===== src/rtl/cpu_program_loader_mem_if.sv =====
// Bus bundle between the serial program loader and its environment:
// serial load stream in, CPU read port and loader status out.
interface cpu_program_loader_mem_if #(
  parameter int AW = 6,
  parameter int DW = 6
);
  logic          load_en;
  logic          bit_valid;
  logic          bit_in;
  logic [AW-1:0] cpu_addr;
  logic [DW-1:0] cpu_rdata;
  logic          cpu_rst_n;
  logic          load_busy;
  logic [AW:0]   words_written;
  logic          frame_err;

  // Environment side: drives the load stream and the fetch address.
  modport master (
    output load_en, bit_valid, bit_in, cpu_addr,
    input  cpu_rdata, cpu_rst_n, load_busy, words_written, frame_err
  );

  // Loader/store side.
  modport slave (
    input  load_en, bit_valid, bit_in, cpu_addr,
    output cpu_rdata, cpu_rst_n, load_busy, words_written, frame_err
  );
endinterface


===== src/rtl/cpu_program_loader_mem.sv =====
// Program store for the 6-bit accumulator CPU. A serial frame carries one
// start address followed by any number of data words (MSB first); words are
// written to consecutive locations. The CPU is held in reset while a frame is
// in progress and for HOLDOFF cycles after it ends.
module cpu_program_loader_mem #(
  parameter int AW      = 6,
  parameter int DW      = 6,
  parameter int HOLDOFF = 2
) (
  input  logic                     clk,
  input  logic                     rst_n,
  cpu_program_loader_mem_if.slave  bus
);
  localparam int DEPTH = 1 << AW;
  localparam int FW    = (AW > DW) ? AW : DW;
  localparam int CW    = $clog2(FW + 1);
  localparam int HW    = (HOLDOFF > 1) ? $clog2(HOLDOFF) : 1;
  localparam logic [AW:0] WMAX = (AW + 1)'(DEPTH);

  typedef enum logic [1:0] {
    ST_IDLE = 2'd0,
    ST_ADDR = 2'd1,
    ST_DATA = 2'd2,
    ST_HOLD = 2'd3
  } state_t;

  state_t          state_q, state_d;
  logic [FW-1:0]   shift_q, shift_d;
  logic [FW-1:0]   shift_in_s;
  logic [CW-1:0]   bit_cnt_q, bit_cnt_d;
  logic [AW-1:0]   wr_ptr_q, wr_ptr_d;
  logic            wr_pend_q, wr_pend_d;
  logic [AW:0]     words_q, words_d;
  logic            frame_err_q, frame_err_d;
  logic [HW-1:0]   hold_cnt_q, hold_cnt_d;
  logic            busy_q;
  logic            cpu_rst_n_q;
  logic            mem_we_s;
  logic [DW-1:0]   mem_q [DEPTH];

  // Next-state logic: bit assembly, frame sequencing and write bookkeeping.
  always_comb begin
    state_d     = state_q;
    shift_d     = shift_q;
    bit_cnt_d   = bit_cnt_q;
    wr_ptr_d    = wr_ptr_q;
    wr_pend_d   = 1'b0;
    words_d     = words_q;
    frame_err_d = frame_err_q;
    hold_cnt_d  = hold_cnt_q;
    mem_we_s    = 1'b0;
    shift_in_s  = {shift_q[FW-2:0], bus.bit_in};

    // A completed data word is committed one edge after its last bit,
    // whatever the FSM does on that same edge.
    if (wr_pend_q) begin
      mem_we_s = 1'b1;
      wr_ptr_d = wr_ptr_q + 1'b1;
      if (words_q != WMAX) begin
        words_d = words_q + 1'b1;
      end else begin
        words_d = words_q;
      end
    end else begin
      mem_we_s = 1'b0;
    end

    case (state_q)
      ST_IDLE: begin
        if (bus.load_en) begin
          state_d     = ST_ADDR;
          words_d     = '0;
          frame_err_d = 1'b0;
          bit_cnt_d   = '0;
        end else begin
          state_d = ST_IDLE;
        end
      end
      ST_ADDR, ST_DATA: begin
        if (!bus.load_en) begin
          // Frame ends; any partially received field is dropped.
          state_d    = ST_HOLD;
          hold_cnt_d = '0;
          bit_cnt_d  = '0;
          if (bit_cnt_q != '0) begin
            frame_err_d = 1'b1;
          end else begin
            frame_err_d = frame_err_q;
          end
        end else if (bus.bit_valid) begin
          shift_d = shift_in_s;
          if ((state_q == ST_ADDR) && (bit_cnt_q == CW'(AW - 1))) begin
            bit_cnt_d = '0;
            wr_ptr_d  = shift_in_s[AW-1:0];
            state_d   = ST_DATA;
          end else if ((state_q == ST_DATA) && (bit_cnt_q == CW'(DW - 1))) begin
            bit_cnt_d = '0;
            wr_pend_d = 1'b1;
          end else begin
            bit_cnt_d = bit_cnt_q + 1'b1;
          end
        end else begin
          state_d = state_q;
        end
      end
      ST_HOLD: begin
        if (bus.load_en) begin
          state_d     = ST_ADDR;
          words_d     = '0;
          frame_err_d = 1'b0;
          bit_cnt_d   = '0;
        end else if (hold_cnt_q == HW'(HOLDOFF - 1)) begin
          state_d = ST_IDLE;
        end else begin
          hold_cnt_d = hold_cnt_q + 1'b1;
        end
      end
      default: begin
        state_d = ST_IDLE;
      end
    endcase
  end

  // Loader state and status registers, including the registered CPU reset.
  always_ff @(posedge clk or negedge rst_n) begin
    if (!rst_n) begin
      state_q     <= ST_IDLE;
      shift_q     <= '0;
      bit_cnt_q   <= '0;
      wr_ptr_q    <= '0;
      wr_pend_q   <= 1'b0;
      words_q     <= '0;
      frame_err_q <= 1'b0;
      hold_cnt_q  <= '0;
      busy_q      <= 1'b0;
      cpu_rst_n_q <= 1'b0;
    end else begin
      state_q     <= state_d;
      shift_q     <= shift_d;
      bit_cnt_q   <= bit_cnt_d;
      wr_ptr_q    <= wr_ptr_d;
      wr_pend_q   <= wr_pend_d;
      words_q     <= words_d;
      frame_err_q <= frame_err_d;
      hold_cnt_q  <= hold_cnt_d;
      busy_q      <= (state_d != ST_IDLE);
      cpu_rst_n_q <= (state_q == ST_IDLE);
    end
  end

  // Word store: cleared by reset, written from the assembled data word.
  always_ff @(posedge clk or negedge rst_n) begin
    if (!rst_n) begin
      for (int i = 0; i < DEPTH; i++) begin
        mem_q[i] <= '0;
      end
    end else if (mem_we_s) begin
      mem_q[wr_ptr_q] <= shift_q[DW-1:0];
    end
  end

  assign bus.cpu_rdata     = mem_q[bus.cpu_addr];
  assign bus.cpu_rst_n     = cpu_rst_n_q;
  assign bus.load_busy     = busy_q;
  assign bus.words_written = words_q;
  assign bus.frame_err     = frame_err_q;
endmodule

===== src/flat_wrapper.sv =====
// flat-port wrapper written by rule: the top's interface ports become plain ports
module cpu_program_loader_mem_flat 
#(
  parameter int AW      = 6,
  parameter int DW      = 6,
  parameter int HOLDOFF = 2
)
  (clk, rst_n, bus_load_en, bus_bit_valid, bus_bit_in, bus_cpu_addr, bus_cpu_rdata, bus_cpu_rst_n, bus_load_busy, bus_words_written, bus_frame_err);
  cpu_program_loader_mem_if #(.AW(AW), .DW(DW)) bus_i ();
  input  logic clk;
  input  logic rst_n;
  input wire logic [$bits(bus_i.load_en)-1:0] bus_load_en;
  input wire logic [$bits(bus_i.bit_valid)-1:0] bus_bit_valid;
  input wire logic [$bits(bus_i.bit_in)-1:0] bus_bit_in;
  input wire logic [$bits(bus_i.cpu_addr)-1:0] bus_cpu_addr;
  output wire logic [$bits(bus_i.cpu_rdata)-1:0] bus_cpu_rdata;
  output wire logic [$bits(bus_i.cpu_rst_n)-1:0] bus_cpu_rst_n;
  output wire logic [$bits(bus_i.load_busy)-1:0] bus_load_busy;
  output wire logic [$bits(bus_i.words_written)-1:0] bus_words_written;
  output wire logic [$bits(bus_i.frame_err)-1:0] bus_frame_err;
  assign bus_i.load_en = bus_load_en;
  assign bus_i.bit_valid = bus_bit_valid;
  assign bus_i.bit_in = bus_bit_in;
  assign bus_i.cpu_addr = bus_cpu_addr;
  assign bus_cpu_rdata = bus_i.cpu_rdata;
  assign bus_cpu_rst_n = bus_i.cpu_rst_n;
  assign bus_load_busy = bus_i.load_busy;
  assign bus_words_written = bus_i.words_written;
  assign bus_frame_err = bus_i.frame_err;
  cpu_program_loader_mem #(.AW(AW), .DW(DW), .HOLDOFF(HOLDOFF)) u_core (.clk(clk), .rst_n(rst_n), .bus(bus_i));
endmodule

===== config.mk =====
export PLATFORM = sky130hd
export DESIGN_NAME = cpu_program_loader_mem_flat
export DESIGN_NICKNAME = d
export VERILOG_FILES = /design/src/rtl/cpu_program_loader_mem_if.sv /design/src/rtl/cpu_program_loader_mem.sv /design/src/flat_wrapper.sv
export SDC_FILE = /design/constraint.sdc
export NUM_CORES = 1
export LEC_CHECK = 0
export CAP_MARGIN = 20
export CORE_UTILIZATION = 45
export DETAILED_ROUTE_END_ITERATION = 10
export GPL_TIMING_DRIVEN = 1
export PLACE_DENSITY = 0.7
export SYNTH_ARGS = -nofsm -noshare
export SYNTH_HDL_FRONTEND = slang
export SYNTH_SLANG_ARGS = --single-unit

===== constraint.sdc =====
create_clock -name clk -period 6.3 [get_ports clk]
set_input_delay 1.89 -clock clk [delete_from_list [all_inputs] [get_ports clk]]
set_output_delay 1.89 -clock clk [all_outputs]
set_load 0.01 [all_outputs]

==> impl_results.md, run 1 <==
* Outcome: completed
* Clk_skew at 0.0299 ns
* Ratio of final minimum period to clock period at 98.6%
* CTS Buffer Depth at 3
* Largest net degree at the start of global routing at 129
* Maximum operating frequency at 161 MHz
* # resized after CTS at 0
* Routability cong. at 0.857
* Critical Path Source Type: input pin
* Synth Cell Area at 19300 µm²
* Max Fanout on Critical Path at 23
* Highest cell delay on the worst timing path at 0.56 ns
* CTS tree: yes
* Final WL at 44300 µm
* Vias in the first global route at 11700
* Ys async rst share at 100%
* Setup-failing EPs final at 0
* Final core utilization at 51.5%
* Setup TNS at 0 ns
* Syn_nets at 1318
* Filler instances at 3454
* Critical path's top delay family: buffers and inverters
* Final hold violations at 0
* Worst Setup End Kind: primary output
* Area growth, synth to finish at 12.5%
* Yosys warning count at 0
* Row count at 75
* WP data required at 4.41 ns
* Tot GR Track Use at 21.1%
* Crit path buffers/inverters at 3
* Antenna Violating Nets Remaining at 0
* Worst EP arrival at 4.32 ns
* Pwr/cell area at 281 nW/µm²
* Most used DFF post-synth: dfrtp_1
* Post-CTS Hold Buffers at 0
* Die height at 209 µm
* Leak at 10.2 nW
* DRC at 0
* Per-cell routed wire length at 23.4 µm
* DP HPWL at 29400 µm
* Critical path's slowest cell: mux4_2
* Synth unique cells at 55
* Initial core utilization at 45.8%
* First-pass GRT wire length at 70700 µm
* Post-Layout Cell Count at 1894
* CTS buffer count at 44
* IO Count at 27
* Die footprint at 43700 µm²
* Via Count at 11100
* Max_slew headroom at 38.5%
* CP startpoint: bus_cpu_addr[0]
* Multi-input logic area at 8430 µm²
* Max VDD drop at 0.000236 V
* Layout cells sized above 1 at 44.3%
* H-tree depth at 2
* Sequential Area at 10300 µm²
* Synthesized instance count at 1297
* Post-synth EDFFs at 0
* Core Region at 42100 µm²
* Die width at 209 µm
* Remaining global-route overflow at 0
* Seq cells post-synth at 413
* ANT cells at 0
* Setup Fix Bufs, Post-CTS at 0
* Initial antenna violation count at 0
* Worst reg2reg path startpoint: u_core.wr_pend_q
* Layout Nets at 1343
* CTS root buf: clkbuf_16
* Syn Area/Cell at 14.9 µm²
* Worst-path clk slew at 0.06 ns
* Sequential-to-total area share from yosys stat at 53.6%
* Port-buffer cells at 26
* Number of max-cap violations at 0
* Clock sink count at 413
* Slew Limit Fails at 0
* Crit-path cells: buf_6, buf_12, mux4_2, mux2i_1, o22ai_1, nor2_1, o21ai_0, clkdlybuf4s50_1
* Clock latency on the worst-skew pair at 0.58 ns
* DR iter-0 viols at 870
* Hold crit path type: reg -> reg
* Post-Place Cells at 1813
* RSZ-0062 raised after global routing: no
* Worst hold path startpoint: u_core.mem_q[375]
* Detailed Routing Iterations Pass 1 at 5
* Vias per Instance at 5.89
* Least-Margin Pin Slew at 0.920 ns
* Min Clock Period, post-route at 6.21 ns
* WS Path Type: in -> out
## cell usage in the layout, fill, tap and decap left out, drive strengths merged, types with 3 or more instances in the layout
cell type,n
clkdlybuf4s50,22
inv,12
and2,5
bufinv,3
mux2i,23
buf,43
ha,10
o21ai,21
nor2,78
nand2,47
xnor2,3
nand3b,5
a21oi,7
o22ai,13
nand2b,7
xor2,6
a2111oi,4
mux2,395
nand3,9
o22a,5
nand4,5
dfrtp,413
nor2b,10
mux4,97
or4,4
or3,3
clkinv,7
clkbuf,66
nor3b,6
## state kept, by name, summed over array words and instances, names as in the netlist
| name | count |
|---|---|
| u_core.bit_cnt_q | 3 |
| u_core.bus.cpu_rst_n | 1 |
| u_core.bus.frame_err | 1 |
| u_core.bus.load_busy | 1 |
| u_core.bus.words_written | 7 |
| u_core.hold_cnt_q | 1 |
| u_core.mem_q | 384 |
| u_core.shift_q | 6 |
| u_core.state_q | 2 |
| u_core.wr_pend_q | 1 |
| u_core.wr_ptr_q | 6 |
## cells in the mapped netlist, types with 3 or more instances
| master | count | area share, % |
|---|---|---|
| a2111oi_0 | 4 | 0.18 |
| a21oi_1 | 7 | 0.18 |
| and2_1 | 5 | 0.16 |
| buf_2 | 7 | 0.18 |
| buf_4 | 6 | 0.23 |
| buf_6 | 9 | 0.53 |
| clkbuf_1 | 57 | 1.1 |
| dfrtp_1 | 413 | 54 |
| ha_1 | 10 | 0.65 |
| inv_1 | 11 | 0.21 |
| mux2_2 | 395 | 23 |
| mux2i_1 | 23 | 1.2 |
| mux4_1 | 14 | 1.9 |
| mux4_2 | 81 | 9.5 |
| nand2_1 | 47 | 0.92 |
| nand2b_1 | 7 | 0.23 |
| nand3_1 | 9 | 0.23 |
| nand3b_1 | 5 | 0.19 |
| nand4_1 | 5 | 0.16 |
| nor2_1 | 78 | 1.5 |
| nor2b_1 | 10 | 0.32 |
| nor3b_1 | 5 | 0.19 |
| o21ai_0 | 20 | 0.52 |
| o22a_1 | 5 | 0.23 |
| o22ai_1 | 13 | 0.42 |
| or3_1 | 3 | 0.097 |
| or4_1 | 4 | 0.16 |
| xnor2_1 | 3 | 0.14 |
| xor2_1 | 6 | 0.27 |
## kinds of logic (layout without fill, tap and decap cells)
group	Yosys count	count (layout)	share of synthesized area [%]
buffers and inverters	97	155	2.68
muxes	515	515	35.9
and+or+nand+nor	188	188	4.57
DFF	413	413	53.6
adders and majority gates	10	10	0.649
AOI/OAI and AO/OA	65	65	2.19
xor gates and xnor gates	9	9	0.409
## through the flow
stage	power, mW	setup WS [ns]	hold WS (ns)	area [µm²]
3_5_place_dp	3.49	0.0946	0.485	20200
5_1_grt	6.32	0.00863	0.507	21700
4_1_cts	6.12	0.0936	0.497	21600
3_3_place_gp	3.47	0.110	0.479	20200
6_report	6.09	0.0907	0.494	21700
2_1_floorplan	3.20	0.897	0.470	19300
## worst reg2reg max path, cell delays in order (launching register included)
cell	delay (ns)
dfrtp_1	0.74
inv_1	0.23
nor2_1	0.36
nand3_1	0.58
nor2_1	0.73
mux2_2	0.40
## final timing paths
kind,end,slack [ns],cells after the start
setup reg to reg,u_core.mem_q[54],3.14,5
hold / removal,u_core.mem_q[375],0.49,1
min in group asynchronous,u_core.mem_q[350],1.23,1
setup / recovery,bus_cpu_rdata[4],0.09,8
hold reg to reg,u_core.mem_q[375],0.49,1
max in group asynchronous,u_core.mem_q[363],3.91,2
## where the power goes
| part | internal, mW | switching, mW | total [mW] | leakage [nW] |
|---|---|---|---|---|
| Combinational | 0.191 | 0.469 | 0.661 | 3.81 |
| Sequential | 2.69 | 0.121 | 2.82 | 5.72 |
| Clock | 1.55 | 1.06 | 2.61 | 0.718 |
| Total | 4.44 | 1.65 | 6.09 | 10.2 |
## cell type report
class	count	share of cell area (%)
sequential	413	47.7
multi-input combinational	787	38.9
clock buffer	66	6.01
timing repair buffer	65	3.41
tap	539	3.11
clock inverter	13	0.738
inverter	11	0.190
## layer usage
layer / vias up / track usage (%) / wire length, µm / share of wire, %
met5: - / 0 / 0 / 0
met4: 0 / 5.93 / 1030 / 2.3
met3: 69 / 4.69 / 2460 / 5.6
met2: 291 / 33.7 / 21300 / 48
met1: 5936 / 29.0 / 19500 / 44
li1: 4852 / - / - / -
No activity file was read; power rests on OpenSTA's default activity.
==> run 2, diff against run 1 <==
CORE_ASPECT_RATIO = 0.8   (was not set)
SETUP_SLACK_MARGIN = 0.15   (was not set)
==> run 2 against run 1 <==
Against the previous run: the run now ends with design-rule violations left; die area about the same; fmax increased by 1.6%; routed wire length increased by 1.2%; largest power group unchanged; highest routed layer unchanged.
==> impl_results.md, run 2 (synthesis results as in run 1) <==
* Outcome: finished, violations left
* Failing checks: design-rule violations
* Die footprint at 43700 µm²
* CTS root buf: clkbuf_16
* CTS Buffer Depth at 3
* Antenna Violating Nets Remaining at 0
* Final core utilization at 52.3%
* Most common cell after layout, fill and taps aside: dfrtp_1
* Multi-input logic area at 8460 µm²
* Sequential Area at 10300 µm²
* Area growth, synth to finish at 14.1%
* Met3 wire length at 2590 µm
* Most frequent CP cell: buf_4
* DR iter-0 viols at 848
* Cells on worst reg2reg path at 5
* Cell depth of the worst setup path at 10
* Worst R2R Setup Slack at 3.12 ns
* Initial antenna violation count at 0
* Maximum operating frequency at 164 MHz
* Per-cell routed wire length at 23.2 µm
* Worst Hold Path Cells at 1
* Filler instances at 3455
* Final instance area at 22000 µm²
* DP HPWL at 29200 µm
* Max_slew headroom at 44.0%
* Critical path's top delay family: buffers and inverters
* Max VDD drop at 0.000205 V
* Port-buffer cells at 26
* Pwr/cell area at 277 nW/µm²
* Worst-path clk slew at 0.06 ns
* IO Count at 27
* WP data required at 4.41 ns
* CTS buffer count at 41
* Largest Register: u_core.mem_q
* Die width at 233 µm
* Final hold violations at 0
* Vias per Instance at 5.84
* Remaining global-route overflow at 0
* Routability cong. at 0.901
* Post-CTS Hold Buffers at 0
* M1 WL at 21000 µm
* Slew Limit Fails at 0
* Layout cells sized above 1 at 46.2%
* Hold crit path type: reg -> reg
* Highest cell delay on the worst timing path at 0.61 ns
* WS Path Type: in -> out
* Die height at 187 µm
* Clk_skew at 0.0193 ns
* Leak at 10.4 nW
* Worst Setup End Kind: primary output
* Tot GR Track Use at 21.2%
* Crit-path cells: clkdlybuf4s50_1, buf_4, buf_4, buf_12, buf_4, nand3b_1, o22ai_1, nor2_1, o21ai_1, clkdlybuf4s50_1
* RSZ-0062 raised after global routing: yes
* Core Region at 42100 µm²
* Row count at 67
* Most frequent cells in the layout: 407 x dfrtp_1, 395 x mux2_2, 81 x mux4_2
* Largest net degree at the start of global routing at 153
* Setup TNS at 0 ns
* DP Area at 20300 µm²
* Critical path's slowest cell: clkdlybuf4s50_1
* Initial core utilization at 45.8%
* R2R Path End: u_core.mem_q[201]
* Number of max-cap violations at 0
* First-pass GRT wire length at 70800 µm
* Top Metal Used: met4
* Ratio of final minimum period to clock period at 97.0%
* Setup-failing EPs final at 0
* Hold_ws at 0.499 ns
* Max reg flops at 384
* Crit path buffers/inverters at 6
* Min Clock Period, post-route at 6.11 ns
* Clock latency on the worst-skew pair at 0.55 ns
* Via Count at 11300
* Worst reg2reg path startpoint: u_core.wr_pend_q
* Layout Nets at 1368
* Vias in the first global route at 11600
* Worst EP arrival at 4.22 ns
* Detailed Routing Iterations Pass 1 at 8
* Hold path endpoint: u_core.mem_q[371]
* Met2 wire len at 20400 µm
* Final WL at 44800 µm
* ANT cells at 0
* CTS tree: yes
* Clock sink count at 413
* Least-Margin Pin Slew at 0.837 ns
* Critical Path Source Type: input pin
* Max Fanout on Critical Path at 8
* H-tree depth at 2
* Worst hold path startpoint: u_core.mem_q[371]
* DRC at 2
==> run 2: worst max-delay path by stage <==
stage                    startpoint                to  slack (ns)
floorplan           bus_cpu_addr[0]  bus_cpu_rdata[0]        0.90
global placement    bus_cpu_addr[3]  bus_cpu_rdata[2]       0.009
detailed placement  bus_cpu_addr[3]  bus_cpu_rdata[2]        0.01
CTS                 bus_cpu_addr[1]  bus_cpu_rdata[0]        0.17
global route        bus_cpu_addr[3]  bus_cpu_rdata[2]        0.14
finish              bus_cpu_addr[3]  bus_cpu_rdata[2]        0.19
==> run 2: metrics by stage <==
stage | setup WS, ns | power, mW | std cells
2_1_floorplan | 0.897 | 3.20 | 1297
3_3_place_gp | 0.00887 | 3.49 | 1837
3_5_place_dp | 0.0148 | 3.51 | 1837
4_1_cts | 0.167 | 6.14 | 1916
5_1_grt | 0.145 | 6.34 | 1930
6_report | 0.187 | 6.10 | 1930
==> run 2: final cells by class <==
class                           instances  area share [%]
Multi-Input combinational cell        787            38.4
Inverter                               11           0.188
Clock buffer                           56            5.57
Tap cell                              552            3.14
Clock inverter                         18            1.06
Timing Repair Buffer                   93            4.59
Sequential cell                       413            47.0
==> run 2: layer usage <==
| metal | vias up | global-route usage (%) |
|---|---|---|
| met3 | 56 | 4.70 |
| met4 | 0 | 5.39 |
| met1 | 6060 | 32.0 |
| met5 | - | 0 |
| li1 | 4893 | - |
| met2 | 262 | 30.9 |
==> run 2: repair_timing <==
| item | CTS | global route |
|---|---|---|
| setup endpoints to repair | 6 | 4 |
| hold endpoints to repair | 0 | 0 |
| gates resized for setup | 8 | 10 |
| pin swaps | 2 | 0 |
| cloned | 1 | 0 |
| setup buffers | 4 | 14 |
==> run 2: where the power goes <==
group          total [mW]  leakage (nW)  internal [mW]  switching (mW)
Combinational       0.724          4.01          0.195           0.529
Sequential           2.76          5.72           2.69          0.0622
Clock                2.62         0.713           1.57            1.05
==> run 2: worst reg2reg max path, cell delays in order (launching register included) <==
cell     delay, ns
dfrtp_1       0.69
inv_1         0.19
nor2_1        0.34
nand3_1       0.59
nor2_1        0.83
mux2_2        0.42
==> run 3, diff against run 2 <==
GPL_TIMING_DRIVEN = 0   (was 1)
==> run 3 against run 2 <==
Against the previous run: the run still ends with design-rule violations left; die area did not move; register-to-register slack better by 0.23 ns; sequential power is 1% lower; highest routed layer unchanged; critical path type unchanged; final cell count up 1.4%; routed wire length grew 21%.
==> impl_results.md, run 3 (synthesis results as in run 1) <==
* Outcome: finished, violations left
* Failing checks: design-rule violations
* First-pass GRT wire length at 80900 µm
* Vias in the first global route at 12400
* CTS root buf: clkbuf_16
* Critical Path Source Type: input pin
* Die width at 233 µm
* Leak at 10.4 nW
* Ratio of final minimum period to clock period at 97.9%
* Worst EP arrival at 4.28 ns
* Die height at 187 µm
* Min Clock Period, post-route at 6.17 ns
* Clock latency on the worst-skew pair at 0.56 ns
* Clk_skew at 0.0230 ns
* Worst Setup End Kind: primary output
* Tot GR Track Use at 25.4%
* Most common cell after layout, fill and taps aside: dfrtp_1
* DR iter-0 viols at 1271
* Maximum operating frequency at 162 MHz
* Max_slew headroom at 33.2%
* Core Region at 42100 µm²
* Vias per Instance at 6.12
* Final WL at 54200 µm
* Worst-path clk slew at 0.06 ns
* RSZ-0062 raised after global routing: no
* Row count at 67
* Remaining global-route overflow at 0
* Max Fanout on Critical Path at 10
* DRC at 4
* CTS buffer count at 42
* Cells on worst reg2reg path at 5
* R2R Path End: u_core.mem_q[9]
* Worst reg2reg path startpoint: u_core.wr_pend_q
* Detailed Routing Iterations Pass 1 at 9
* Initial antenna violation count at 2
* Layout cells sized above 1 at 43.5%
* H-tree depth at 2
* Worst hold path startpoint: u_core.mem_q[302]
* CTS tree: yes
* Routability cong. at 0.963
* Port-buffer cells at 22
* Max VDD drop at 0.000209 V
* Largest Register: u_core.mem_q
* Final core utilization at 52.4%
* Worst Hold Path Cells at 1
* Worst R2R Setup Slack at 3.35 ns
* IO Count at 27
* WP data required at 4.41 ns
* Slew Limit Fails at 0
* Via Count at 12000
* Number of max-cap violations at 0
* Layout Nets at 1396
* WS Path Type: in -> out
* Final hold violations at 0
* Max reg flops at 384
* Area growth, synth to finish at 14.5%
* CTS Buffer Depth at 3
* Pwr/cell area at 289 nW/µm²
* DP HPWL at 37300 µm
* Least-Margin Pin Slew at 1.00 ns
* Hold crit path type: reg -> reg
* Hold path endpoint: u_core.mem_q[302]
* Setup-failing EPs final at 0
* Die footprint at 43700 µm²
* Per-cell routed wire length at 27.7 µm
* Initial core utilization at 45.8%
* Most frequent cells in the layout: 413 x dfrtp_1, 395 x mux2_2, 81 x mux4_2
* Clock sink count at 413
* Largest net degree at the start of global routing at 122
* Hold_ws at 0.498 ns
* Antenna Violating Nets Remaining at 0
* Setup TNS at 0 ns
run 3: cell type report:
| class | instances | area, µm² |
|---|---|---|
| inverter | 11 | 41.3 |
| tap | 552 | 691 |
| buffer | 86 | 636 |
| clock buffer | 58 | 1230 |
| antenna | 2 | 5.00 |
| timing repair buffer | 34 | 384 |
| multi-input combinational | 787 | 8540 |
| clock inverter | 14 | 205 |
| sequential | 413 | 10300 |
| fill | 3462 | 20000 |
run 3: timing repair:
item / 4_1_cts / 5_1_grt
gates resized for setup: 74 / 9
buffers inserted: 8 / 0
gates cloned: 0 / 0
hold buffers: 0 / 0
pin swaps: 3 / 0
setup endpoints to repair: 6 / 4
run 3: per-stage QoR:
| step | worst slack [ns] | power [mW] | area (µm²) | std cells |
|---|---|---|---|---|
| after global routing | 0.166 | 6.55 | 22100 | 1955 |
| after global placement | -14.62 | 3.73 | 20200 | 1871 |
| after detailed placement | -1.08 | 3.75 | 20300 | 1875 |
| after floorplan | 0.897 | 3.20 | 19300 | 1297 |
| final | 0.130 | 6.37 | 22100 | 1957 |
| after CTS | 0.0552 | 6.37 | 22000 | 1955 |
run 3: worst max-delay path: stages:
cell and delay, ns:
clkdlybuf4s50_1 0.46, clkbuf_8 0.22, buf_6 0.17, or3_1 0.56, o22ai_2 0.33, nor2_1 0.09
o21ai_1 0.21, dlygate4sd2_1 0.34
run 3: worst max-delay path by stage:
stage | end | cells past startpoint | from
final | bus_cpu_rdata[4] | 8 | bus_cpu_addr[3]
after global routing | bus_cpu_rdata[3] | 9 | bus_cpu_addr[1]
after floorplan | bus_cpu_rdata[0] | 8 | bus_cpu_addr[0]
after CTS | bus_cpu_rdata[2] | 10 | bus_cpu_addr[3]
after detailed placement | bus_cpu_rdata[2] | 10 | bus_cpu_addr[1]
after global placement | u_core.mem_q[245] | 1 | rst_n
run 3: layer usage:
metal / track usage [%] / vias up / wire length (µm)
met5: 0 / - / 0
met4: 7.64 / 0 / 1600
met3: 6.07 / 112 / 4610
met2: 37.2 / 485 / 24000
met1: 37.4 / 6419 / 24000
li1: - / 4963 / -
run 3: power breakdown:
part / switching, mW / total [mW] / internal, mW
registers: 0.0316 / 2.72 / 2.69
logic: 0.820 / 1.03 / 0.210
clock network: 1.05 / 2.62 / 1.57
total: 1.90 / 6.37 / 4.47
==> RTL change 1, RTL diff (settings of run 2) <==
`AW` is set to 6 in 3 places; all go to 4.
--- a/src/rtl/cpu_program_loader_mem_if.sv
+++ b/src/rtl/cpu_program_loader_mem_if.sv
@@ -3,3 +3,3 @@
 interface cpu_program_loader_mem_if #(
-  parameter int AW = 6,
+  parameter int AW = 4,
   parameter int DW = 6
--- a/src/rtl/cpu_program_loader_mem.sv
+++ b/src/rtl/cpu_program_loader_mem.sv
@@ -5,3 +5,3 @@
 module cpu_program_loader_mem #(
-  parameter int AW      = 6,
+  parameter int AW      = 4,
   parameter int DW      = 6,
--- a/src/flat_wrapper.sv
+++ b/src/flat_wrapper.sv
@@ -3,3 +3,3 @@
 #(
-  parameter int AW      = 6,
+  parameter int AW      = 4,
   parameter int DW      = 6,
Ports: changed (resized bus_cpu_addr and bus_words_written); port bits go from 27 to 23. No check against the original RTL was run, so the function may have changed too.
==> RTL change 1 against run 2 <==
Fmax up 3.0%. Routed wire length down 75%. Sequential cell count shrank 292. First-iteration DRC count shrank 78%. Area after synthesis fell by 70%. Design area is 70% lower. Worst setup slack better by 0.18 ns. Core utilization up 1.9 points. Global-route usage shrank 1.9 points. Total power down 65%. Critical endpoint unchanged. Largest cell class unchanged.
==> RTL change 1: results (changes against run 2) <==
The run finished with clean final reports. The overall routing resource usage is 19.3% (-1.9 points), and the per-cell routed wire length is 18.7 um (-20%). Post-synth net total: 424 (-68%). For the highest ir drop seen on vdd, the log shows 0.235 mV (+15%). After synthesis, the most frequently instantiated cells are 121 x dfrtp_1, 102 x mux2_2, 16 x nand2_1, 14 x ha_1, 14 x nor2_1.

The run gives 3,366 (-70%) as the number of vias in the routed layout. The total of cells resized after clock tree synthesis was 0 (-8). Static leakage: 3.21 nW (-69%). The number of nets in the layout is 447 (-67%), and the share of layout cells above drive strength 1 is 34.9% (-11 points). In this run the critical register-to-register path is captured at u_core.mem_q[75].

The worst hold slack after final layout is 0.497 ns (-0.00254 ns), and the register-to-register path setup slack is 4.15 ns (+1.03 ns). The tools report the setup clock skew after layout as 0.00604 ns (-0.0133 ns). The number of flip-flops in the largest register works out to 96 (-75%). The slowest stage of the critical path is the mux4_4 cell. The maximum fanout along the worst path was 24 (+16). The area fraction of the dominant cell type after synthesis is 52.8% (-0.77 points), and the count of different cell masters after synthesis is 37 (-33%). The cell depth of the worst flop-to-flop path is 3 (-2), and the first-iteration detailed-routing DRC count is 187 (-78%). The ratio of total power to cell area came out at 317 nW/um^2 (+14%). The fraction of the yosys area taken by sequential cells was 52.8% (-0.77 points). The run gives 66 (-57%) as the pin count of the biggest net entering global routing.

For the final weighted congestion in routability-driven placement, the log shows 0.761 (-16%). The setup fix buffers added after clock tree synthesis was 0 (-4); the number of buffers added on ports was 22 (-15%). The number of buffers inserted during clock tree synthesis is 17 (-59%).
-- RTL change 1: where the power goes --
group / internal (mW) / total [mW] / switching, mW
logic: 0.100 / 0.214 / 0.114
clock network: 0.608 / 0.936 / 0.328
registers: 0.822 / 0.958 / 0.137
total: 1.53 / 2.11 / 0.579
-- RTL change 1: kinds of logic (layout without fill, tap and decap cells) --
| group | count (synthesis) | after routing | synth area share (%) |
|---|---|---|---|
| multiplexers | 128 | 128 | 30.7 |
| flip-flops | 121 | 121 | 52.8 |
| AND/OR/NAND/NOR | 65 | 65 | 5.81 |
| buffers and inverters | 34 | 69 | 2.95 |
| AO/OA/AOI/OAI | 33 | 33 | 3.78 |
| adder cells (fa/ha/maj) | 14 | 14 | 3.06 |
| XOR/XNOR | 6 | 6 | 0.917 |
-- RTL change 1: area by class of cell --
type                            count  area (sq um)
Clock buffer                       23           478
Clock inverter                      8          95.1
Fill cell                         996          5640
Inverter                           11          41.3
Multi-Input combinational cell    246          2530
Sequential cell                   121          3030
Tap cell                          171           214
Timing Repair Buffer               27           268
-- RTL change 1: through the flow --
stage	cell area, sq um	cells	utilization, %	power, mW	worst slack, ns
finish	6660	607	54.1	2.11	0.368
global route	6660	607	54.1	2.21	0.253
CTS	6660	607	54.1	2.13	0.347
detailed placement	6080	576	49.5	1.19	0.350
global placement	6080	576	49.5	1.18	0.365
floorplan	5730	401	-	1.08	1.44
-- RTL change 1: routing by layer --
metal,up-vias,global-route usage (%),wire length [um]
met2,41,29.9,5370
met4,0,6.24,59
met5,-,0,0
met1,1785,26.9,5620
li1,1532,-,-
met3,8,4.67,302
==> RTL change 2, RTL diff (settings of run 2) <==
Without the edit above. Re-encode `state_t` (4 states) as one-hot, 4 bits wide.
--- a/src/rtl/cpu_program_loader_mem.sv
+++ b/src/rtl/cpu_program_loader_mem.sv
@@ -19,7 +19,7 @@
 
-  typedef enum logic [1:0] {
-    ST_IDLE = 2'd0,
-    ST_ADDR = 2'd1,
-    ST_DATA = 2'd2,
-    ST_HOLD = 2'd3
+  typedef enum logic [3:0] {
+    ST_IDLE = 4'b0001,
+    ST_ADDR = 4'b0010,
+    ST_DATA = 4'b0100,
+    ST_HOLD = 4'b1000
   } state_t;
Behaviour: same outputs for any inputs over 4 cycles, from zero or initial values and one cycle with rst_n low; so few cycles prove little.
==> RTL change 2 against run 2 <==
Sequential power hardly changed. First-iteration DRC count increased by 29%. Total power fell by 5.8%. Routed wire length increased by 3.4%. Worst setup slack gained 0.017 ns. Area after synthesis increased by 0.38%. Global-route usage up 0.75 points. Non-clock buffer count fell by 20. Sequential cell count increased by 2. Design area shrank 1.5%. Clock skew rose by 0.010 ns. Cell count decreased by 0.41%. Clock power shrank 6%. Largest cell class unchanged.
==> RTL change 2: results (changes against run 2) <==
The flow ran to the end, and the final reports show no timing, DRC or antenna violations. The share of layout cells above drive strength 1 works out to 44.5% (-1.8 points). The commonest cells after synthesis are 414 x dfrtp_1, 385 x mux2_2, 82 x mux4_2, 56 x clkbuf_1, 51 x nor2_1. The start point of the worst min-delay path was u_core.mem_q[217]. The slowest cell on the critical path is mux4_2.

The number of nets in the layout is 1,355 (-0.95%), and the overall routing resource usage is 21.9% (+0.75 points). The per-cell routed wire length is 24.1 um (+3.8%), and the met1 routing resource usage after global routing is 32.1% (+0.079 points). The clock-pin slew reported for the worst setup and hold paths after clock tree synthesis was 0.06 ns (about the same). The layout filler cell count is 3,495 (+1.2%), and the mean cell area of the mapped netlist is 14.8 sq um (-0.76%).

The final weighted congestion in routability-driven placement is 0.903 (+0.26%), and the worst-case headroom to the max-slew limit is 45.4% (+1.4 points). The cell depth of the worst flop-to-flop path was 3 (-2). The largest stage delay on the critical path is 0.55 ns (-0.06 ns), and the number of vias in the routed layout is 11,500 (+1.8%). In the post-synthesis netlist, the biggest area contributors are dfrtp_1 54%, mux2_2 22%, mux4_2 9.5%, mux2i_1 2.2%, clkbuf_1 1.1%. The number of levels in the clock H-tree came out at 2 (unchanged). The wire length of the first global-routing pass was 73.5 mm (+3.7%); the fraction of the yosys area taken by sequential cells was 53.7% (+0.061 points). The run gives 32.5% (+1.6 points) as the met2 usage. The tools report the total net switching power as 1.47 mW (-10%). The maximum fanout along the worst path was 22 (+14).

The endpoint of the worst-slack reg-to-reg timing path was u_core.mem_q[96]. The ratio of total power to cell area works out to 265 nW/um^2 (-4.4%). For the total detailed-routing wirelength, the log shows 46.3 mm (+3.4%). For the static leakage, the log shows 10.2 nW (-1.8%). The wire length on met3 was 3.19 mm (+23%); the routed metal-1 wire length was 21.2 mm (+0.91%). The placed wire-length estimate was 30.1 mm (+2.8%).

The setup clock skew after layout is 0.0296 ns (+0.0103 ns). For the post-synth net total, the log shows 1,329 (+0.83%). The tools report the worst hold endpoint as u_core.mem_q[217]. The number of global-route vias before repair was 11,900 (+2.7%). Register-to-register path setup slack: 3.34 ns (+0.22 ns).

The tools report the post-placement worst setup slack as 0.0538 ns (+0.0389 ns). The first-iteration detailed-routing DRC count was 1,094 (+29%); the highest ir drop seen on vdd was 0.226 mV (+10%). The cell total after placement is 1,839 (+0.11%), and the met3 capacity usage during global routing is 5.84% (+1.1 points). The most critical setup path has its startpoint at bus_cpu_addr[1].

The detailed route wirelength on metal2 came out at 21.1 mm (+3.6%).
RTL change 2: changes by cell type after synthesis, moves of 6 or more:
| cell | before | now |
|---|---|---|
| buf_2 | 7 | 16 |
| nor2_2 | 0 | 13 |
| o221ai_1 | 0 | 6 |
| a221oi_1 | 0 | 6 |
| nor2_1 | 78 | 51 |
| mux2_2 | 395 | 385 |
| mux2_1 | 0 | 14 |
| mux4_1 | 14 | 4 |
| o21ai_0 | 20 | 14 |
| mux2i_1 | 23 | 42 |
RTL change 2: kinds of logic (layout without fill, tap and decap cells):
group / after synthesis / in the layout / synth area share (%)
multiplexers: 527 / 527 / 35.5
buffers and inverters: 96 / 154 / 2.50
AO/OA/AOI/OAI: 78 / 78 / 2.77
adder cells (fa/ha/maj): 6 / 6 / 0.388
XOR/XNOR: 12 / 12 / 0.543
flip-flops: 415 / 415 / 53.7
AND/OR/NAND/NOR: 178 / 178 / 4.66
RTL change 2: power by group through the flow:
stage	sequential, mW	combinational (mW)	clock, mW
after global routing	2.76	0.583	2.62
after global placement	2.80	0.518	0
final	2.76	0.534	2.45
after floorplan	2.77	0.333	0
after CTS	2.76	0.530	2.50
after detailed placement	2.81	0.527	0
RTL change 2: cell type report:
type,count,share of cell area [%]
Inverter,6,0.104
Tap cell,552,3.19
Sequential cell,415,48.0
Timing Repair Buffer,73,3.40
Multi-Input combinational cell,801,39.2
Clock buffer,68,5.86
Clock inverter,7,0.294
RTL change 2: worst reg2reg max path, stage by stage, from the launching register on:
cell and delay, ns:
dfrtp_1 0.77, nand4_1 0.81, nor2_1 0.87, mux2_2 0.41
RTL change 2: repair_timing:
action | in CTS | in global routing
hold endpoints to repair | 0 | 0
hold buffers | 0 | 0
gates cloned | 0 | 0
gates resized for setup | 4 | 10
endpoints found under the setup margin | 5 | 4
setup buffers | 0 | 8
RTL change 2: worst max path at each step:
stage                  endpoint  slack, ns  depth (start not counted)
6_report       bus_cpu_rdata[1]       0.20                          8
4_1_cts        bus_cpu_rdata[1]       0.15                          7
3_3_place_gp   bus_cpu_rdata[1]       0.10                          8
5_1_grt        bus_cpu_rdata[1]       0.16                          8
2_1_floorplan  bus_cpu_rdata[2]       1.04                          6
3_5_place_dp   bus_cpu_rdata[1]       0.05                          8
RTL change 2: per-stage QoR:
step	instance area, sq um	power, mW	hold slack [ns]	utilization (%)
after floorplan	19400	3.10	0.452	-
after detailed placement	20200	3.33	0.473	48.0
after CTS	21600	5.78	0.487	51.2
final	21700	5.74	0.483	51.4
after global placement	20200	3.32	0.463	48.0
after global routing	21700	5.96	0.502	51.4
